--- src/rtl/x_ctrl_pkg.sv ---
// Shared types and helpers for the execute-stage hazard controller.
// The tag entry holds rd at a fixed width so that one packed type fits every REG_ADDR_W up to 8.
package x_ctrl_pkg;

  localparam int FWD_REGFILE = 0;
  localparam int TAG_RD_W    = 8;

  typedef struct packed {
    logic                valid;
    logic [TAG_RD_W-1:0] rd;
    logic                is_load;
  } tag_t;

  typedef enum logic {
    IDLE  = 1'b0,
    FLUSH = 1'b1
  } xstate_t;

  function automatic int calc_sel_w(input int fwd_depth);
    return (fwd_depth < 1) ? 1 : $clog2(fwd_depth + 1);
  endfunction

endpackage

--- src/rtl/x_fwd_match.sv ---
// Priority matcher for one X-stage source operand against the in-flight tag pipeline.
// It returns the youngest matching entry and flags a load-use hazard when that load is still too young.
module x_fwd_match
  import x_ctrl_pkg::*;
#(
  parameter int REG_ADDR_W     = 5,
  parameter int FWD_DEPTH      = 2,
  parameter int LOAD_FWD_STAGE = 2,
  parameter int SEL_W          = 2
) (
  input  logic [REG_ADDR_W-1:0] rs,
  input  logic                  rs_used,
  input  tag_t                  entries [FWD_DEPTH],
  output logic [SEL_W-1:0]      sel,
  output logic                  hazard
);

  logic found;

  // entries[k-1] is pipeline entry k; scanning upward and latching the first hit gives youngest-wins
  always_comb begin
    sel    = SEL_W'(FWD_REGFILE);
    hazard = 1'b0;
    found  = 1'b0;
    if (rs_used && (rs != '0)) begin
      for (int k = 1; k <= FWD_DEPTH; k++) begin
        if (!found && entries[k-1].valid && (entries[k-1].rd == TAG_RD_W'(rs))) begin
          found  = 1'b1;
          sel    = SEL_W'(k);
          hazard = entries[k-1].is_load && (k < LOAD_FWD_STAGE);
        end
      end
    end
  end

endmodule

--- src/rtl/x_hazard_ctrl.sv ---
// Execute-stage hazard controller: tag pipeline, per-operand forwarding selects,
// load-use stall, multi-cycle redirect flush and saturating event counters.
module x_hazard_ctrl
  import x_ctrl_pkg::*;
#(
  parameter int REG_ADDR_W     = 5,
  parameter int NUM_SRC        = 2,
  parameter int FWD_DEPTH      = 2,
  parameter int LOAD_FWD_STAGE = 2,
  parameter int FLUSH_CYCLES   = 1,
  parameter int CNT_W          = 32,
  localparam int SEL_W         = calc_sel_w(FWD_DEPTH)
) (
  input  logic                          clk,
  input  logic                          reset,
  input  logic                          x_valid,
  input  logic [REG_ADDR_W-1:0]         x_rd,
  input  logic                          x_wen,
  input  logic                          x_is_load,
  input  logic [NUM_SRC*REG_ADDR_W-1:0] x_rs,
  input  logic [NUM_SRC-1:0]            x_rs_used,
  input  logic                          x_redirect,
  input  logic                          stall_in,
  output logic [NUM_SRC*SEL_W-1:0]      fwd_sel,
  output logic                          load_use_stall,
  output logic                          flush,
  output logic                          advance,
  output logic [CNT_W-1:0]              cnt_stall,
  output logic [CNT_W-1:0]              cnt_flush
);

  localparam int FCW = (FLUSH_CYCLES > 1) ? $clog2(FLUSH_CYCLES) : 1;

  tag_t               entries [FWD_DEPTH];
  tag_t               new_tag;
  logic [NUM_SRC-1:0] hazard_vec;
  logic               x_valid_eff;
  logic               accept;

  xstate_t            state_q, state_d;
  logic [FCW-1:0]     fcnt_q, fcnt_d;
  logic [CNT_W-1:0]   cnt_stall_q, cnt_flush_q;

  // One matcher per source operand; each owns its own slice of fwd_sel
  for (genvar i = 0; i < NUM_SRC; i++) begin : g_src
    x_fwd_match #(
      .REG_ADDR_W     (REG_ADDR_W),
      .FWD_DEPTH      (FWD_DEPTH),
      .LOAD_FWD_STAGE (LOAD_FWD_STAGE),
      .SEL_W          (SEL_W)
    ) u_match (
      .rs      (x_rs[i*REG_ADDR_W +: REG_ADDR_W]),
      .rs_used (x_rs_used[i]),
      .entries (entries),
      .sel     (fwd_sel[i*SEL_W +: SEL_W]),
      .hazard  (hazard_vec[i])
    );
  end

  // Wrong-path instructions inside the flush window are neither recorded nor allowed to redirect
  always_comb begin
    x_valid_eff    = x_valid && (state_q == IDLE);
    load_use_stall = x_valid_eff && (|hazard_vec);
    advance        = !stall_in && !load_use_stall;
    accept         = x_valid_eff && x_redirect && advance;
    flush          = accept || (state_q == FLUSH);
  end

  always_comb begin
    new_tag.valid   = x_valid_eff && x_wen && (x_rd != '0);
    new_tag.rd      = TAG_RD_W'(x_rd);
    new_tag.is_load = x_is_load;
  end

  // A load-use stall injects a bubble at entry 1 while older writers keep draining
  always_ff @(posedge clk or posedge reset) begin
    if (reset) begin
      for (int k = 0; k < FWD_DEPTH; k++) begin
        entries[k] <= '0;
      end
    end else if (!stall_in) begin
      entries[0] <= advance ? new_tag : '0;
      for (int k = 1; k < FWD_DEPTH; k++) begin
        entries[k] <= entries[k-1];
      end
    end
  end

  always_ff @(posedge clk or posedge reset) begin
    if (reset) begin
      state_q <= IDLE;
      fcnt_q  <= '0;
    end else begin
      state_q <= state_d;
      fcnt_q  <= fcnt_d;
    end
  end

  // The accept cycle is the first flush cycle, so FLUSH covers the remaining FLUSH_CYCLES-1 unstalled cycles
  always_comb begin
    state_d = state_q;
    fcnt_d  = fcnt_q;
    case (state_q)
      IDLE: begin
        if (accept && (FLUSH_CYCLES > 1)) begin
          state_d = FLUSH;
          fcnt_d  = FCW'(FLUSH_CYCLES - 1);
        end
      end
      FLUSH: begin
        if (!stall_in) begin
          if (fcnt_q <= FCW'(1)) begin
            state_d = IDLE;
            fcnt_d  = '0;
          end else begin
            fcnt_d = fcnt_q - FCW'(1);
          end
        end
      end
      default: begin
        state_d = IDLE;
        fcnt_d  = '0;
      end
    endcase
  end

  always_ff @(posedge clk or posedge reset) begin
    if (reset) begin
      cnt_stall_q <= '0;
      cnt_flush_q <= '0;
    end else begin
      if (load_use_stall && !stall_in && (cnt_stall_q != '1)) begin
        cnt_stall_q <= cnt_stall_q + CNT_W'(1);
      end
      if (accept && (cnt_flush_q != '1)) begin
        cnt_flush_q <= cnt_flush_q + CNT_W'(1);
      end
    end
  end

  assign cnt_stall = cnt_stall_q;
  assign cnt_flush = cnt_flush_q;

endmodule

--- config.mk ---
export PLATFORM = sky130hd
export DESIGN_NAME = x_hazard_ctrl
export DESIGN_NICKNAME = d
export VERILOG_FILES = /design/src/rtl/x_ctrl_pkg.sv /design/src/rtl/x_fwd_match.sv /design/src/rtl/x_hazard_ctrl.sv
export SDC_FILE = /design/constraint.sdc
export NUM_CORES = 1
export LEC_CHECK = 0
export CAP_MARGIN = 20
export CORE_AREA = 2 2 99 101
export CTS_CLUSTER_SIZE = 10
export DETAILED_ROUTE_END_ITERATION = 8
export DIE_AREA = 0 0 101 103
export PLACE_DENSITY = 0.78
export SETUP_SLACK_MARGIN = 0.5
export SYNTH_ARGS = -nofsm -noshare
export SYNTH_HDL_FRONTEND = slang
export SYNTH_SLANG_ARGS = --single-unit
--- constraint.sdc ---
create_clock -name clk -period 5.34 [get_ports clk]
set_input_delay 1.335 -clock clk [delete_from_list [all_inputs] [get_ports clk]]
set_output_delay 1.335 -clock clk [all_outputs]
set_load 0.01 [all_outputs]
======== Word level (Yosys, flattened, before mapping) ========
Index checks and enable logic that the tools add are counted.
cells by class
  div/mod/pow operators ................... 0
  bitwise gates (word level) .............. 2
  shift operators ......................... 0
  equal/unequal tests ..................... 6
  add/sub/neg operators ................... 3
  reductions and logical operators ........ 28
  multipliers ............................. 0
  multiplexer cells ....................... 21
  magnitude comparators ................... 1
operators by type and width
  kind                     number
  $add A32 B1 Y32 const B  2
  $ne A32 B32 Y1 const B   2
  $eq A8 B5 Y1             4
  $logic_and A1 B1 Y1      18
  $mux W1                  16
  $reduce_bool A5 Y1       3
  $mux W10                 1
  $mux W2                  4
  $logic_not A1 Y1         4
  $not A1 Y1               2
  $reduce_and A2 Y1        1
  $reduce_or A2 Y1         1
  $le A1 B1 Y1 const B     1
  $logic_or A1 B1 Y1       1
  $sub A1 B1 Y1 const B    1
storage, ports and cells
  bits in latches ......................... 0
  memories kept ........................... 0
  register bits after elaboration ......... 85
  input port bits ......................... 24
  bits in writable memories ............... 0
  word-level logic and storage cells ...... 70
  memory bits (read-only) ................. 0
  output and inout port bits .............. 71

======== Depth between registers and ports, before layout ========
  depth in word-level cells ............... 15
  gate-level depth with buffers ........... 8
  gate-level depth less buffers ........... 7

======== Hierarchy ========
A second synthesis with hierarchy kept.
unflattened totals
  cells, all modules ...................... 379
  area, all modules ....................... 3967.6 um^2
by module, submodules not included
  module         cells an instance  area each (um^2)  times used  seq. area each (um^2)
  x_hazard_ctrl  333                3614.7            1           1976.9
  x_fwd_match    23                 176.4             2           0.0

======== Worst setup path after synthesis ========
Ideal clock, no wire load.
  kind .................................... input port to output port
  from .................................... in x_rs[1]
  to ...................................... out advance
  stages .................................. 8
  data required time ...................... 4.005 ns
  path buffers ............................ 2
  path slack .............................. 1.030 ns
  data arrival time ....................... 2.975 ns
  path through ............................ or4_1 o21ai_0 nor3_1 o21bai_2 buf_2 buf_4 inv_1 nor2_1
between the ends
  cells in the longest elaborated chain, start to end .. 13
  elaborated cells on any way between the ends .. 17
  classes of those cells .................. eq/ne (2); mux (5); reduce/logical (10)
ends and longest elaborated chain
  item                               RTL line             RTL
  start, declared                    x_hazard_ctrl.sv:20  input logic [NUM_SRC*REG_ADDR_W-1:0] x_rs,
  $eq A8 B5 Y1                       x_fwd_match.sv:27    if (!found && entries[k-1].valid && (entries[k-1].rd == TAG_RD_W'(rs))) begin
  $logic_and A1 B1 Y1                x_fwd_match.sv:27
  $mux W1                            x_fwd_match.sv:27
  $mux W1                            x_fwd_match.sv:25    if (rs_used && (rs != '0)) begin
  $logic_not A1 Y1                   x_fwd_match.sv:27
  $logic_and A1 B1 Y1 (2 in series)  x_fwd_match.sv:27
  $mux W1                            x_fwd_match.sv:27
  $mux W1 *                          x_fwd_match.sv:25
  $reduce_or A2 Y1 *                 x_hazard_ctrl.sv:63  load_use_stall = x_valid_eff && (|hazard_vec);
  $logic_and A1 B1 Y1 *              x_hazard_ctrl.sv:63
  net load_use_stall                 x_hazard_ctrl.sv:25  output logic load_use_stall,
  $logic_not A1 Y1 *                 x_hazard_ctrl.sv:64  advance = !stall_in && !load_use_stall;
  $logic_and A1 B1 Y1 *              x_hazard_ctrl.sv:64
  end, declared                      x_hazard_ctrl.sv:27  output logic advance,
Mark *: on every way through the listed nets, which the timed path passes. The rest lies on a longest branch. The select of a mux whose other input is x is not followed.

======== Worst setup path in the final report ========
  from .................................... in x_rs[6]
  to ...................................... out load_use_stall
between the ends
  cells in the longest elaborated chain, start to end .. 11
  elaborated cells on any way between the ends .. 15
  classes of those cells .................. eq/ne (2); mux (5); reduce/logical (8)
ends and longest elaborated chain
  item                               RTL line
  $eq A8 B5 Y1                       x_fwd_match.sv:27
  $logic_and A1 B1 Y1                x_fwd_match.sv:27
  $mux W1                            x_fwd_match.sv:27
  $mux W1                            x_fwd_match.sv:25
  $logic_not A1 Y1                   x_fwd_match.sv:27
  $logic_and A1 B1 Y1 (2 in series)  x_fwd_match.sv:27
  $mux W1                            x_fwd_match.sv:27
  $mux W1 *                          x_fwd_match.sv:25
  $reduce_or A2 Y1 *                 x_hazard_ctrl.sv:63
  $logic_and A1 B1 Y1 *              x_hazard_ctrl.sv:63
  end, declared                      x_hazard_ctrl.sv:25
Every way passes the cells marked *; elsewhere a longest branch is shown, timed or not. The select of a mux whose other input is x is not followed.

==> reports/metrics.cfg <==
[grt]
grt_max_degree=48
grt_first_pass_wirelength_mm=16.9
grt_usage_pct=20.3
antenna_found_initial=0
grt_pass1_vias=3328
grt-ovfl-total=0

[die]
die_width_microns=101
dieArea_sq_um=10400
start_util_pct=43.8
ios=95
coreArea_sq_um=9460
rows=36
dieHeight_microns=103

[synthesis]
synth_edf_count=0
syn_avg_cell_area_sq_um=9.86
synth_cells=420
yosysUniqueCellTypes=39
seq_area_frac_synth_pct=47.1
ys_warn_count=0
synth_area_sq_um=4140
synth_area_leaders=dfrtp_1 47%, xnor2_1 9.5%, xor2_1 7.8%, nand4_1 4.7%, nand2_1 4.1%
synth_top_area_cell=dfrtp_1
synth_top_area_share_pct=47.1
synthesis.nets=446
synth-seq-cells=78
synth-main-ff-cell=dfrtp_1
async_reset_ff_share_pct=100

[critical_path]
cp.arrival_ns=3.42
required_ns=4.01
cp-end-kind=output pin
worst-setup-path-type=input pin to output pin
start_kind=input pin
critPathMaxFanout=3

[timing]
setup_slack_ns=0.580
setup_tns_ns=0
fin_crit_sh_pct=89.1
rsz0062_at_grt=no
tightest_slew_ns=0.416
timing.hold.ws_ns=0.488
fmax_ghz=0.210
hold_viol_final=0
fin_skew_ns=0.0137
setup_violations=0
max_slew_margin_pct=72.0
period_minus_slack_ns=4.76
slew_violations=0

[final_layout]
antenna_cells=0
final_cells=632
drive_above_1_share_pct=8.69
syn2layout_area_growth_pct=31.1
fin_area_sq_um=5430
fillers=843
fin_util_pct=57.4
final_nets=539

[hold_path]
min-delay-path-class=flop to flop

[placed_design]
pre_cts_slack_ns=0.368
post-dp-hpwl_mm=7.04
port_buffers=94
postPlaceCellArea_sq_um=5190
dp.cells=615
finalWeightedCongestion=0.826

[clocking]
cts.clk_slew.worst_paths_ns=0.08
cts_setup_buffers=0
cts_tree=built
cts_sinks=78
h-tree-depth=3
cts-root-buf=clkbuf_8
clk_path_buf_depth=2
cts_buffers=9
hold_buffers=0
clk-insertion-delay-late_ns=0.35

[run]
maxCapViolCount=0

[routing]
firstDrtPassIters=4
drt_iter0_drc=112
wire_per_inst_microns=15.6
route.vias.total=3473
drc=0
wirelength_mm=9.89
vias_per_cell=5.50
final_antenna_net_count=0

[pwr]
ir_drop_mv=0.140
p_total_mw=1.28
power_leakage_nw=2.28
p_per_area_nw_per_um2=236

[outcome]
status=complete, no violations

layout by cell type (no fill, tap or decap), types with 21 or more instances in the layout:
cell,count
nor4_1,25
nand4_1,31
nand3_1,27
nand2_1,45
nor3_1,21
clkdlybuf4s50_1,90
xnor2_1,45
xor2_1,37
dfrtp_1,78
nor2_1,21
routing by layer:
layer | track usage, % | vias up | share of wire (%)
li1 | - | 1676 | -
met1 | 27.2 | 1682 | 45
met2 | 33.0 | 103 | 48
met3 | 4.07 | 12 | 5.6
met4 | 6.86 | 0 | 1.3
met5 | 0 | - | 0
power breakdown:
group	internal, mW	total (mW)	leakage [nW]	switching [mW]
sequential	0.620	0.659	1.05	0.0390
clock	0.222	0.458	0.0968	0.237
combinational	0.0920	0.165	1.14	0.0727
total	0.934	1.28	2.28	0.348
registers in the layout, summed over array words and instances, names as in the netlist:
signal	cells
cnt_flush	32
cnt_stall	32
entries	13
state_q	1
worst paths after layout:
path	startpoint	end	slack (ns)	depth (start not counted)
setup / recovery	x_rs[6]	load_use_stall	0.58	7
hold / removal	cnt_stall[18]	cnt_stall[18]	0.49	1
setup reg to reg	cnt_flush[16]	cnt_flush[1]	2.84	5
hold reg to reg	cnt_stall[18]	cnt_stall[18]	0.49	1
max in group asynchronous	reset	cnt_flush[0]	3.26	4
min in group asynchronous	reset	cnt_stall[3]	1.16	2
Yosys cell counts, types with 2 or more instances:
library cell,number
clkbuf_1,6
nand4_1,31
inv_1,7
nand3b_1,3
dfrtp_1,78
o21ai_1,9
xor2_1,37
nand2_1,45
or4_4,2
mux2_2,7
and3_1,8
or4_1,4
nor3_2,3
and4_1,3
nor2_1,21
buf_2,11
nor3_1,22
ha_1,2
xnor2_1,45
or3_1,4
and2_1,4
nand3_1,27
nor4_1,25
repair_timing:
action,in CTS,in global routing
pin swaps,1,2
gates resized for setup,7,3
setup endpoints to repair,2,1
worst max-delay path: stages:
cell             delay, ns
clkdlybuf4s50_1       0.47
or4_4                 0.57
o21ai_4               0.18
nor3_2                0.09
o21bai_2              0.21
inv_1                 0.08
clkdlybuf4s50_1       0.48
logic make-up after synthesis:
logic type	after synthesis	share of synthesized area, %
multiplexers	8	2.17
AO/OA/AOI/OAI	13	1.87
AND/OR/NAND/NOR	211	28.1
flip-flops	78	47.1
buffers and inverters	26	2.78
XOR/XNOR	82	17.3
adder cells (fa/ha/maj)	2	0.604
area by class of cell:
| type | instances | area, sq um | area share (%) |
|---|---|---|---|
| Timing Repair Buffer | 101 | 1000 | 18.5 |
| Multi-Input combinational cell | 316 | 2100 | 38.7 |
| Sequential cell | 78 | 1950 | 35.9 |
| Clock inverter | 7 | 80.1 | 1.47 |
| Tap cell | 114 | 143 | 2.63 |
| Clock buffer | 9 | 124 | 2.28 |
| Inverter | 7 | 26.3 | 0.484 |
Power figures use the tool's default switching activity.
